--- config.mk ---
export PLATFORM = sky130hd
export DESIGN_NAME = kbd_mouse_decoder_flat
export DESIGN_NICKNAME = d
export VERILOG_FILES = /design/src/rtl/kbd_mouse_decoder_if.sv /design/src/rtl/kbd_mouse_decoder.sv /design/src/flat_wrapper.sv
export SDC_FILE = /design/constraint.sdc
export NUM_CORES = 1
export LEC_CHECK = 0
export CORE_MARGIN = 2
export CORE_UTILIZATION = 53
export DETAILED_ROUTE_END_ITERATION = 7
export GPL_ROUTABILITY_DRIVEN = 0
export PLACE_DENSITY = 0.74
export SLEW_MARGIN = 10
export SYNTH_ARGS = -nofsm -noshare
export SYNTH_HDL_FRONTEND = slang
export SYNTH_SLANG_ARGS = --single-unit
--- constraint.sdc ---
create_clock -name clk_sys -period 4.05 [get_ports clk_sys]
set_input_delay 0.81 -clock clk_sys [delete_from_list [all_inputs] [get_ports clk_sys]]
set_output_delay 0.81 -clock clk_sys [all_outputs]
set_load 0.005 [all_outputs]
--- src/rtl/kbd_mouse_decoder_if.sv ---
// ---------------------------------------------------------------------------
// kbd_mouse_decoder_if
// Purpose : bundles the strobed keyboard/mouse event stream coming from the
//           SPI user-IO block together with the keycode valid/ack handshake
//           towards the keyboard serialiser.
// Signals :
//   kms_strobe  event valid, one clk_sys cycle per event
//   kms_type    0=mouse x, 1=mouse y/wheel, 2=keycode, 3=OSD key
//   kms_data    event payload (two's-complement delta for mouse events)
//   mouse_idx   mouse select for mouse events
//   key_valid   keycode FIFO head is valid
//   key_data    keycode FIFO head
//   key_ack     consumer pops the head
// Modports:
//   master  event source / keycode consumer side (drives events and ack)
//   slave   the decoder (receives events, presents the FIFO head)
// ---------------------------------------------------------------------------
interface kbd_mouse_decoder_if;
  logic       kms_strobe;
  logic [1:0] kms_type;
  logic [7:0] kms_data;
  logic       mouse_idx;
  logic       key_valid;
  logic [7:0] key_data;
  logic       key_ack;

  modport master (
    output kms_strobe, kms_type, kms_data, mouse_idx, key_ack,
    input  key_valid, key_data
  );

  modport slave (
    input  kms_strobe, kms_type, kms_data, mouse_idx, key_ack,
    output key_valid, key_data
  );
endinterface

--- src/rtl/kbd_mouse_decoder.sv ---
// ---------------------------------------------------------------------------
// kbd_mouse_decoder
// Purpose : decodes the keyboard/mouse event stream of the SPI user-IO block
//           (clk_sys domain). Mouse x/y/wheel deltas are accumulated into
//           8-bit wrapping position counters for two mice; keycodes are
//           buffered in a FIFO read through a valid/ack handshake.
// Parameters:
//   FIFO_DEPTH  keycode FIFO entries, power of two, 2..64
//   INVERT_Y    1: y counter subtracts the delta instead of adding it
// Optional feature macro: MOUSE_WHEEL_EN
//   defined   : third mouse event of an x/y/wheel group updates the wheel
//               counter of the latched mouse
//   undefined : wheel event is consumed, wheel outputs tied to 0
// Ports:
//   clk_sys        system clock
//   reset          synchronous active-high reset
//   kms            event stream + keycode handshake (slave modport)
//   mouse0_x/_y    mouse 0 position counters
//   mouse1_x/_y    mouse 1 position counters
//   mouse0_wheel   mouse 0 wheel counter
//   mouse1_wheel   mouse 1 wheel counter
//   kbd_overflow   sticky flag, a keycode was dropped on a full FIFO
//   overflow_clr   clears kbd_overflow (a same-cycle drop wins)
// ---------------------------------------------------------------------------
module kbd_mouse_decoder #(
  parameter int FIFO_DEPTH = 8,
  parameter int INVERT_Y   = 0
) (
  input  logic                  clk_sys,
  input  logic                  reset,
  kbd_mouse_decoder_if.slave    kms,
  output logic [7:0]            mouse0_x,
  output logic [7:0]            mouse0_y,
  output logic [7:0]            mouse1_x,
  output logic [7:0]            mouse1_y,
  output logic [7:0]            mouse0_wheel,
  output logic [7:0]            mouse1_wheel,
  output logic                  kbd_overflow,
  input  logic                  overflow_clr
);

  localparam int AW = (FIFO_DEPTH > 2) ? $clog2(FIFO_DEPTH) : 1;
  localparam int CW = AW + 1;
  localparam logic [CW-1:0] DEPTH_C = CW'(FIFO_DEPTH);

  typedef enum logic [1:0] {
    IDLE  = 2'd0,
    GOT_X = 2'd1,
    GOT_Y = 2'd2
  } seq_state_e;

  // ---------------- mouse sequencer and counters ----------------
  seq_state_e state_q, state_d;
  logic       cur_q, cur_d;
  logic [7:0] mx_q [2];
  logic [7:0] mx_d [2];
  logic [7:0] my_q [2];
  logic [7:0] my_d [2];
`ifdef MOUSE_WHEEL_EN
  logic [7:0] mw_q [2];
  logic [7:0] mw_d [2];
`endif

  // Sequencer next state and counter updates; 8-bit adds give modulo-256
  // wrap, and truncating the add is the same as adding the sign-extended delta.
  always_comb begin
    state_d = state_q;
    cur_d   = cur_q;
    mx_d    = mx_q;
    my_d    = my_q;
`ifdef MOUSE_WHEEL_EN
    mw_d    = mw_q;
`endif
    if (kms.kms_strobe) begin
      case (kms.kms_type)
        2'd0: begin
          mx_d[kms.mouse_idx] = mx_q[kms.mouse_idx] + kms.kms_data;
          cur_d               = kms.mouse_idx;
          state_d             = GOT_X;
        end
        2'd1: begin
          case (state_q)
            GOT_X: begin
              if (INVERT_Y != 0) begin
                my_d[cur_q] = my_q[cur_q] - kms.kms_data;
              end else begin
                my_d[cur_q] = my_q[cur_q] + kms.kms_data;
              end
              state_d = GOT_Y;
            end
            GOT_Y: begin
`ifdef MOUSE_WHEEL_EN
              mw_d[cur_q] = mw_q[cur_q] + kms.kms_data;
`endif
              state_d = IDLE;
            end
            IDLE:    state_d = IDLE;  // orphan y, ignored
            default: state_d = IDLE;
          endcase
        end
        default: state_d = IDLE;      // keycode / OSD key break a mouse group
      endcase
    end else begin
      state_d = state_q;
    end
  end

  // Sequencer and counter registers.
  always_ff @(posedge clk_sys) begin
    if (reset) begin
      state_q <= IDLE;
      cur_q   <= 1'b0;
      mx_q    <= '{8'd0, 8'd0};
      my_q    <= '{8'd0, 8'd0};
`ifdef MOUSE_WHEEL_EN
      mw_q    <= '{8'd0, 8'd0};
`endif
    end else begin
      state_q <= state_d;
      cur_q   <= cur_d;
      mx_q    <= mx_d;
      my_q    <= my_d;
`ifdef MOUSE_WHEEL_EN
      mw_q    <= mw_d;
`endif
    end
  end

  assign mouse0_x = mx_q[0];
  assign mouse0_y = my_q[0];
  assign mouse1_x = mx_q[1];
  assign mouse1_y = my_q[1];
`ifdef MOUSE_WHEEL_EN
  assign mouse0_wheel = mw_q[0];
  assign mouse1_wheel = mw_q[1];
`else
  assign mouse0_wheel = 8'd0;
  assign mouse1_wheel = 8'd0;
`endif

  // ---------------- keycode FIFO ----------------
  logic [7:0]    mem_q [FIFO_DEPTH];
  logic [AW-1:0] rd_ptr_q, rd_ptr_d;
  logic [AW-1:0] wr_ptr_q, wr_ptr_d;
  logic [CW-1:0] count_q, count_d;
  logic [CW-1:0] kept_s;
  logic          key_valid_q, key_valid_d;
  logic [7:0]    key_data_q, key_data_d;
  logic          ovf_q, ovf_d;
  logic          pop_s, push_s, full_s, push_acc_s, drop_s;

  // FIFO control. The head is kept in a register: next head is the pushed
  // byte when the FIFO would otherwise be empty (nothing left after the pop),
  // else the entry at the post-pop read pointer.
  always_comb begin
    pop_s      = key_valid_q & kms.key_ack;
    push_s     = kms.kms_strobe & (kms.kms_type == 2'd2);
    full_s     = (count_q == DEPTH_C);
    push_acc_s = push_s & (~full_s | pop_s);
    drop_s     = push_s & full_s & ~pop_s;
    kept_s     = count_q - {{(CW-1){1'b0}}, pop_s};
    count_d    = kept_s + {{(CW-1){1'b0}}, push_acc_s};
    rd_ptr_d   = rd_ptr_q + {{(AW-1){1'b0}}, pop_s};
    wr_ptr_d   = wr_ptr_q + {{(AW-1){1'b0}}, push_acc_s};
    key_valid_d = (count_d != {CW{1'b0}});
    if (count_d == {CW{1'b0}}) begin
      key_data_d = 8'd0;
    end else if (kept_s == {CW{1'b0}}) begin
      key_data_d = kms.kms_data;
    end else begin
      key_data_d = mem_q[rd_ptr_d];
    end
    // a drop in the same cycle as a clear leaves the flag set
    if (drop_s) begin
      ovf_d = 1'b1;
    end else if (overflow_clr) begin
      ovf_d = 1'b0;
    end else begin
      ovf_d = ovf_q;
    end
  end

  // FIFO storage; contents are don't-care until referenced by the pointers.
  always_ff @(posedge clk_sys) begin
    if (push_acc_s) begin
      mem_q[wr_ptr_q] <= kms.kms_data;
    end
  end

  // FIFO pointers, head register and overflow flag.
  always_ff @(posedge clk_sys) begin
    if (reset) begin
      rd_ptr_q    <= {AW{1'b0}};
      wr_ptr_q    <= {AW{1'b0}};
      count_q     <= {CW{1'b0}};
      key_valid_q <= 1'b0;
      key_data_q  <= 8'd0;
      ovf_q       <= 1'b0;
    end else begin
      rd_ptr_q    <= rd_ptr_d;
      wr_ptr_q    <= wr_ptr_d;
      count_q     <= count_d;
      key_valid_q <= key_valid_d;
      key_data_q  <= key_data_d;
      ovf_q       <= ovf_d;
    end
  end

  assign kms.key_valid = key_valid_q;
  assign kms.key_data  = key_data_q;
  assign kbd_overflow  = ovf_q;

endmodule

--- src/flat_wrapper.sv ---
// flat-port wrapper written by rule: the top's interface ports become plain ports
module kbd_mouse_decoder_flat 
#(
  parameter int FIFO_DEPTH = 8,
  parameter int INVERT_Y   = 0
)
  (clk_sys, reset, mouse0_x, mouse0_y, mouse1_x, mouse1_y, mouse0_wheel, mouse1_wheel, kbd_overflow, overflow_clr, kms_kms_strobe, kms_kms_type, kms_kms_data, kms_mouse_idx, kms_key_ack, kms_key_valid, kms_key_data);
  kbd_mouse_decoder_if kms_i ();
  input  logic clk_sys;
  input  logic reset;
  output logic [7:0] mouse0_x;
  output logic [7:0] mouse0_y;
  output logic [7:0] mouse1_x;
  output logic [7:0] mouse1_y;
  output logic [7:0] mouse0_wheel;
  output logic [7:0] mouse1_wheel;
  output logic kbd_overflow;
  input  logic overflow_clr;
  input wire logic [$bits(kms_i.kms_strobe)-1:0] kms_kms_strobe;
  input wire logic [$bits(kms_i.kms_type)-1:0] kms_kms_type;
  input wire logic [$bits(kms_i.kms_data)-1:0] kms_kms_data;
  input wire logic [$bits(kms_i.mouse_idx)-1:0] kms_mouse_idx;
  input wire logic [$bits(kms_i.key_ack)-1:0] kms_key_ack;
  output wire logic [$bits(kms_i.key_valid)-1:0] kms_key_valid;
  output wire logic [$bits(kms_i.key_data)-1:0] kms_key_data;
  assign kms_i.kms_strobe = kms_kms_strobe;
  assign kms_i.kms_type = kms_kms_type;
  assign kms_i.kms_data = kms_kms_data;
  assign kms_i.mouse_idx = kms_mouse_idx;
  assign kms_i.key_ack = kms_key_ack;
  assign kms_key_valid = kms_i.key_valid;
  assign kms_key_data = kms_i.key_data;
  kbd_mouse_decoder #(.FIFO_DEPTH(FIFO_DEPTH), .INVERT_Y(INVERT_Y)) u_core (.clk_sys(clk_sys), .reset(reset), .kms(kms_i), .mouse0_x(mouse0_x), .mouse0_y(mouse0_y), .mouse1_x(mouse1_x), .mouse1_y(mouse1_y), .mouse0_wheel(mouse0_wheel), .mouse1_wheel(mouse1_wheel), .kbd_overflow(kbd_overflow), .overflow_clr(overflow_clr));
endmodule
Word-level counts from Yosys, hierarchy flattened. Memory sizes are Yosys's and may differ from the RTL's. Cells that the tools add are included.

Register bits: 55. Bits in latches: 0. Bits in writable memories: 64. Bits in read-only memories: 0. Bits of input ports: 16. Output and inout port bits: 58. Memories kept: 1.

$add $sub $neg: 6. Multipliers: 0. Div/mod/pow operators: 0. $lt $le $gt $ge: 4. Equality and inequality tests: 4. Shifts and indexed selects: 0. Muxes and demuxes: 19. Bitwise gates (word level): 10. Reduce and logical (&&, ||, !) cells: 10.

Memory list: u_core.mem_q (depth 8, width 8, read ports 1, clocked after memory_dff 0, wr ports 1, line kbd_mouse_decoder.sv:142) `logic [7:0] mem_q [FIFO_DEPTH];`.

Operator list (number): $mux W8 (9); $bwmux W16 (2); $add A8 B8 Y8 (2); $demux W8 S1 (2); $logic_not A4 Y1 (2); $add A3 B1 Y3 (2); $and A1 B1 Y1 (5); $add A4 B1 Y4 (1); $eq A2 B1 Y1 const B (2); $eq A4 B4 Y1 const B (1); $ge A2 B2 Y1 const B (2); $lt A2 B1 Y1 const B (2); $mux W1 (4); $not A1 Y2 (2); $pmux W2 S2 (1); $reduce_bool A4 Y1 (1); $sub A4 B1 Y4 (1); $reduce_and A3 Y1 (1); $eq A2 B2 Y1 const B (1); $logic_and A1 B1 Y1 (2); $logic_not A2 Y1 (1); $mux W2 (1); $not A1 Y1 (2); $reduce_and A2 Y1 (1); other kinds (3) (3).

Depth between registers and ports, before layout.
Word-level depth: 7. Depth in mapped cells: 10.

Least setup slack after synthesis. Ideal clock, no wire load.

Path kind: input-to-reg. From: input kms_mouse_idx. To: register u_core.mx_q, in the netlist u_core.mouse0_x[6]. Library setup time: 117 ps. Arrival time: 3091 ps. Setup slack: 842 ps. Cell stages on the path: 9. Path buffers: 1. Path through: buf_1 -> mux2_2 -> ha_1 -> fa_1 -> a21o_1 -> a21oi_1 -> o21bai_1 -> a211o_1 -> a32o_1.

Longest elaborated chain between the ends: 6. Elaborated cells on any way between the ends: 11.

Ends and longest elaborated chain: start: declaration (line flat_wrapper.sv:22) `input wire logic [$bits(kms_i.mouse_idx)-1:0] kms_mouse_idx;`; $not A1 Y2 (not written as such) * (line kbd_mouse_decoder.sv:77) `mx_d[kms.mouse_idx] = mx_q[kms.mouse_idx] + kms.kms_data;`; $mux W8 (not written as such), or another cell as far along (line kbd_mouse_decoder.sv:77); $mux W8 (not written as such) / $logic_and A1 B1 Y1 (equally long branches) (line kbd_mouse_decoder.sv:77); $mux W8 (not written as such) (line kbd_mouse_decoder.sv:77); $add A8 B8 Y8 / $demux W8 S1 (equally long branches) (line kbd_mouse_decoder.sv:77); $bwmux W16 * (line kbd_mouse_decoder.sv:77); end signal: assignment (line kbd_mouse_decoder.sv:113) `mx_q <= '{8'd0, 8'd0};`; end signal: assignment (line kbd_mouse_decoder.sv:121) `mx_q <= mx_d;`; end: declaration (line kbd_mouse_decoder.sv:55) `logic [7:0] mx_q [2];`.

Every way passes the cells marked *; elsewhere a longest branch is shown, timed or not. The select of a mux whose other input is x is not followed. A chain may end at the register's enable or synchronous reset.

Final worst setup path. Same ends and word-level chain as after synthesis.

==> flow_summary_export.csv <==
group,metric,value,unit
status,status,"complete, no violations",
die,dieArea,11110,um2
yosys,synth_edf_count,64,
cts,root_buffer,"clkbuf_8",
die,die_h,105.4,um
yosys,synth_top_area_share,0.3525,
setup_path,crit_arrival,3.48,ns
power_and_ir_drop,clock_power_share,0.391,
yosys,synthArstFlopShare,0,
yosys,ys_ff_latch,119,
cts,clk_pin_slew_worst_paths,0.06,ns
cells_and_area,drive_above_1_share,0.1511,
setup_path,worstSetupEndpointType,"register",
yosys,netlist_top_cells_count,"64 x edfxtp_1, 55 x dfxtp_1, 36 x nor2_1",
detailed_routing,postRouteAntennaNets,0,
global_routing,grt_pass1_vias,3587,
setup_path,required,4.46,ns
cells_and_area,multi_input_area,2258,um2
cts,cts_buffers,17,
die,core,10140,um2
cts,cts_hold_buf,0,
detailed_routing,drc,0,
detailed_routing,route.vias.total,3488,
setup_path,r2r_start,"u_core.cur_q",
setup_path,critPathKind,"in -> reg",
yosys,ys_types,54,
setup_path,cp-start-kind,"input port",
sta,tns,0,ns
sta,max_freq,325.1,MHz
min_path,hold_start,"u_core.mouse1_x[2]",
yosys,yosysTopAreaCell,"edfxtp_1",
cells_and_area,final_area,6648,um2
power_and_ir_drop,combPwrFrac,0.191,
detailed_routing,post_drt_via_cell_ratio,5.459,
flow_run,drv_cap,0,
cts,cts_resized,0,
cts,htree_levels,4,
power_and_ir_drop,p_int,2.447,mW
cells_and_area,n_antenna_cell,0,
cts,postCtsSetupRepairBufs,0,
cts,clk_latency,0.52,ns
die,io_pins,74,
global_routing,grt_pass1_wl,18.35,mm
yosys,ys_top_cells_by_area,"edfxtp_1 35%, dfxtp_1 20%, mux4_2 5.0%, ha_1 4.4%, mux2i_1 3.5%",
cells_and_area,final_cells,639,
power_and_ir_drop,peakVddDrop,298.8,uV
min_path,hold_path.class,"reg -> reg",
global_routing,track_usage,0.2202,
sta,finalMaxSlewViolations,0,
yosys,ys_warn_count,0,
sta,worst_clock_skew,0.008768,ns
sta,relSlewSlack,0.4334,
cells_and_area,fill_cells,749,
die,rows,37,
setup_path,worst-path-max-fanout,4,
global_routing,antenna_found_initial,0,
cells_and_area,nets,527,
yosys,ys_seq_area_frac,0.5545,
detailed_routing,wl,11.30,mm
placement,portBuffers,57,
yosys,syn_inst,419,
power_and_ir_drop,p_sw,0.8517,mW
sta,finalHoldViolations,0,
yosys,netlist_area,5451,um2
detailed_routing,drtIter0Drc,197,
placement,dp_hpwl,7.580,mm
yosys,synth.avg_cell_area,13.01,um2
setup_path,cp-startpoint,"kms_mouse_idx",
power_and_ir_drop,p_seq_frac,0.418,
cts,cts.path.max_buffers,2,
sta,hold-worst-slack,0.4716,ns
power_and_ir_drop,powerDensity,496.2,nW/um2
sta,tightest_slew,0.8454,ns
power_and_ir_drop,sw_frac_of_total,0.2582,
global_routing,gr-total-overflow,0,
placement,dp.cells,607,
die,die_w,105.4,um
power_and_ir_drop,p_leak,2.527,nW
cells_and_area,regArea,3023,um2
yosys,synth_ff_type,"edfxtp_1",
cts,numClockSinks,119,
global_routing,grt_max_degree,24,
sta,setup_viol,0,
die,initial_core_util,0.5377,
cts,tritoncts,"done",
sta,finalCritPeriodShare,0.7595,
yosys,synth.most_common_cell,"edfxtp_1",
sta,rsz0062_at_grt,"no",
placement,placed_area,6131,um2
sta,min_period,3.076,ns
cells_and_area,area_delta_synth_final,21.94,%
detailed_routing,dr.pass1.iters,6,
detailed_routing,routedWlPerCell,17.69,um
-- path summary, 6_finish.rpt --
kind / endpoint / slack (ns) / cells after the start
setup reg to reg: u_core.mouse0_y[6] / 1.22 / 8
hold reg to reg: u_core.mouse1_x[2] / 0.47 / 2
hold / removal: u_core.mouse1_x[2] / 0.47 / 2
setup / recovery: u_core.mouse0_x[6] / 0.97 / 9
-- kinds of logic (layout without fill, tap and decap cells) --
group,count (synthesis),after routing,share of synthesized area
AOI/OAI and AO/OA,68,68,0.09112
and+or+nand+nor,104,104,0.09617
muxes,49,49,0.1327
adders and majority gates,21,21,0.05095
other,1,16,0.0006879
xor gates and xnor gates,18,18,0.03236
buffers and inverters,39,108,0.04154
DFF,119,119,0.5545
-- worst max-delay path, cell delays in order --
cell             delay, ns
clkdlybuf4s50_1       0.58
mux2_2                0.37
ha_1                  0.21
fa_1                  0.41
a21o_1                0.17
a21oi_1               0.25
o21bai_1              0.13
a211o_1               0.30
a32o_1                0.25
-- power by group through the flow --
stage | Clock [mW] | Combinational (mW) | Sequential (mW)
after floorplan | 0 | 0.471 | 1.39
after global placement | 0 | 0.622 | 1.40
after detailed placement | 0 | 0.634 | 1.40
after CTS | 1.32 | 0.640 | 1.38
after global routing | 1.37 | 0.690 | 1.39
final | 1.29 | 0.631 | 1.38
-- cells in the final DEF, fill, tap and decap left out, types with 11 or more instances in the layout --
| master | synthesis | routed |
|---|---|---|
| a21oi_1 | 18 | 18 |
| clkbuf_16 | 0 | 16 |
| clkdlybuf4s50_1 | 0 | 57 |
| conb_1 | 1 | 16 |
| dfxtp_1 | 55 | 55 |
| edfxtp_1 | 64 | 64 |
| ha_1 | 19 | 19 |
| mux2_2 | 14 | 14 |
| mux2i_1 | 19 | 19 |
| mux4_2 | 12 | 12 |
| nand2_1 | 23 | 23 |
| nor2_1 | 36 | 36 |
| xnor2_1 | 11 | 11 |
-- cell type report --
class | instances | share of cell area
clock inverters | 5 | 0.003764
clock buffers | 27 | 0.07397
inverters | 9 | 0.005082
flip-flops and latches | 119 | 0.4547
repair buffers | 67 | 0.09712
well taps | 136 | 0.02560
multi-input cells | 276 | 0.3397
-- registers in the layout (all words and copies together) (netlist names) --
signal and flops:
u_core.mem_q 64, u_core.kms.key_data 8, u_core.mouse0_x 8, u_core.mouse0_y 8
u_core.mouse1_x 8, u_core.mouse1_y 8, u_core.count_q 4, u_core.rd_ptr_q 3
u_core.wr_ptr_q 3, u_core.state_q 2, u_core.cur_q 1, u_core.kbd_overflow 1
u_core.kms.key_valid 1
-- per-layer routing --
| layer | global-route usage | share of wire | vias up |
|---|---|---|---|
| met5 | 0 | 0 | - |
| met4 | 0.1010 | 0.020 | 0 |
| li1 | - | - | 1678 |
| met2 | 0.3608 | 0.50 | 112 |
| met1 | 0.2727 | 0.42 | 1680 |
| met3 | 0.05875 | 0.063 | 18 |
-- per-stage QoR --
stage | worst slack (ns) | power [mW] | utilization
5_1_grt | 0.8430 | 3.448 | 0.6557
4_1_cts | 1.013 | 3.334 | 0.6557
3_5_place_dp | 0.4651 | 2.035 | 0.6047
3_3_place_gp | 0.5162 | 2.020 | 0.6047
6_report | 0.9742 | 3.299 | 0.6557
2_1_floorplan | 0.8419 | 1.863 | -
Note: power is estimated with default switching activity, not from simulation.
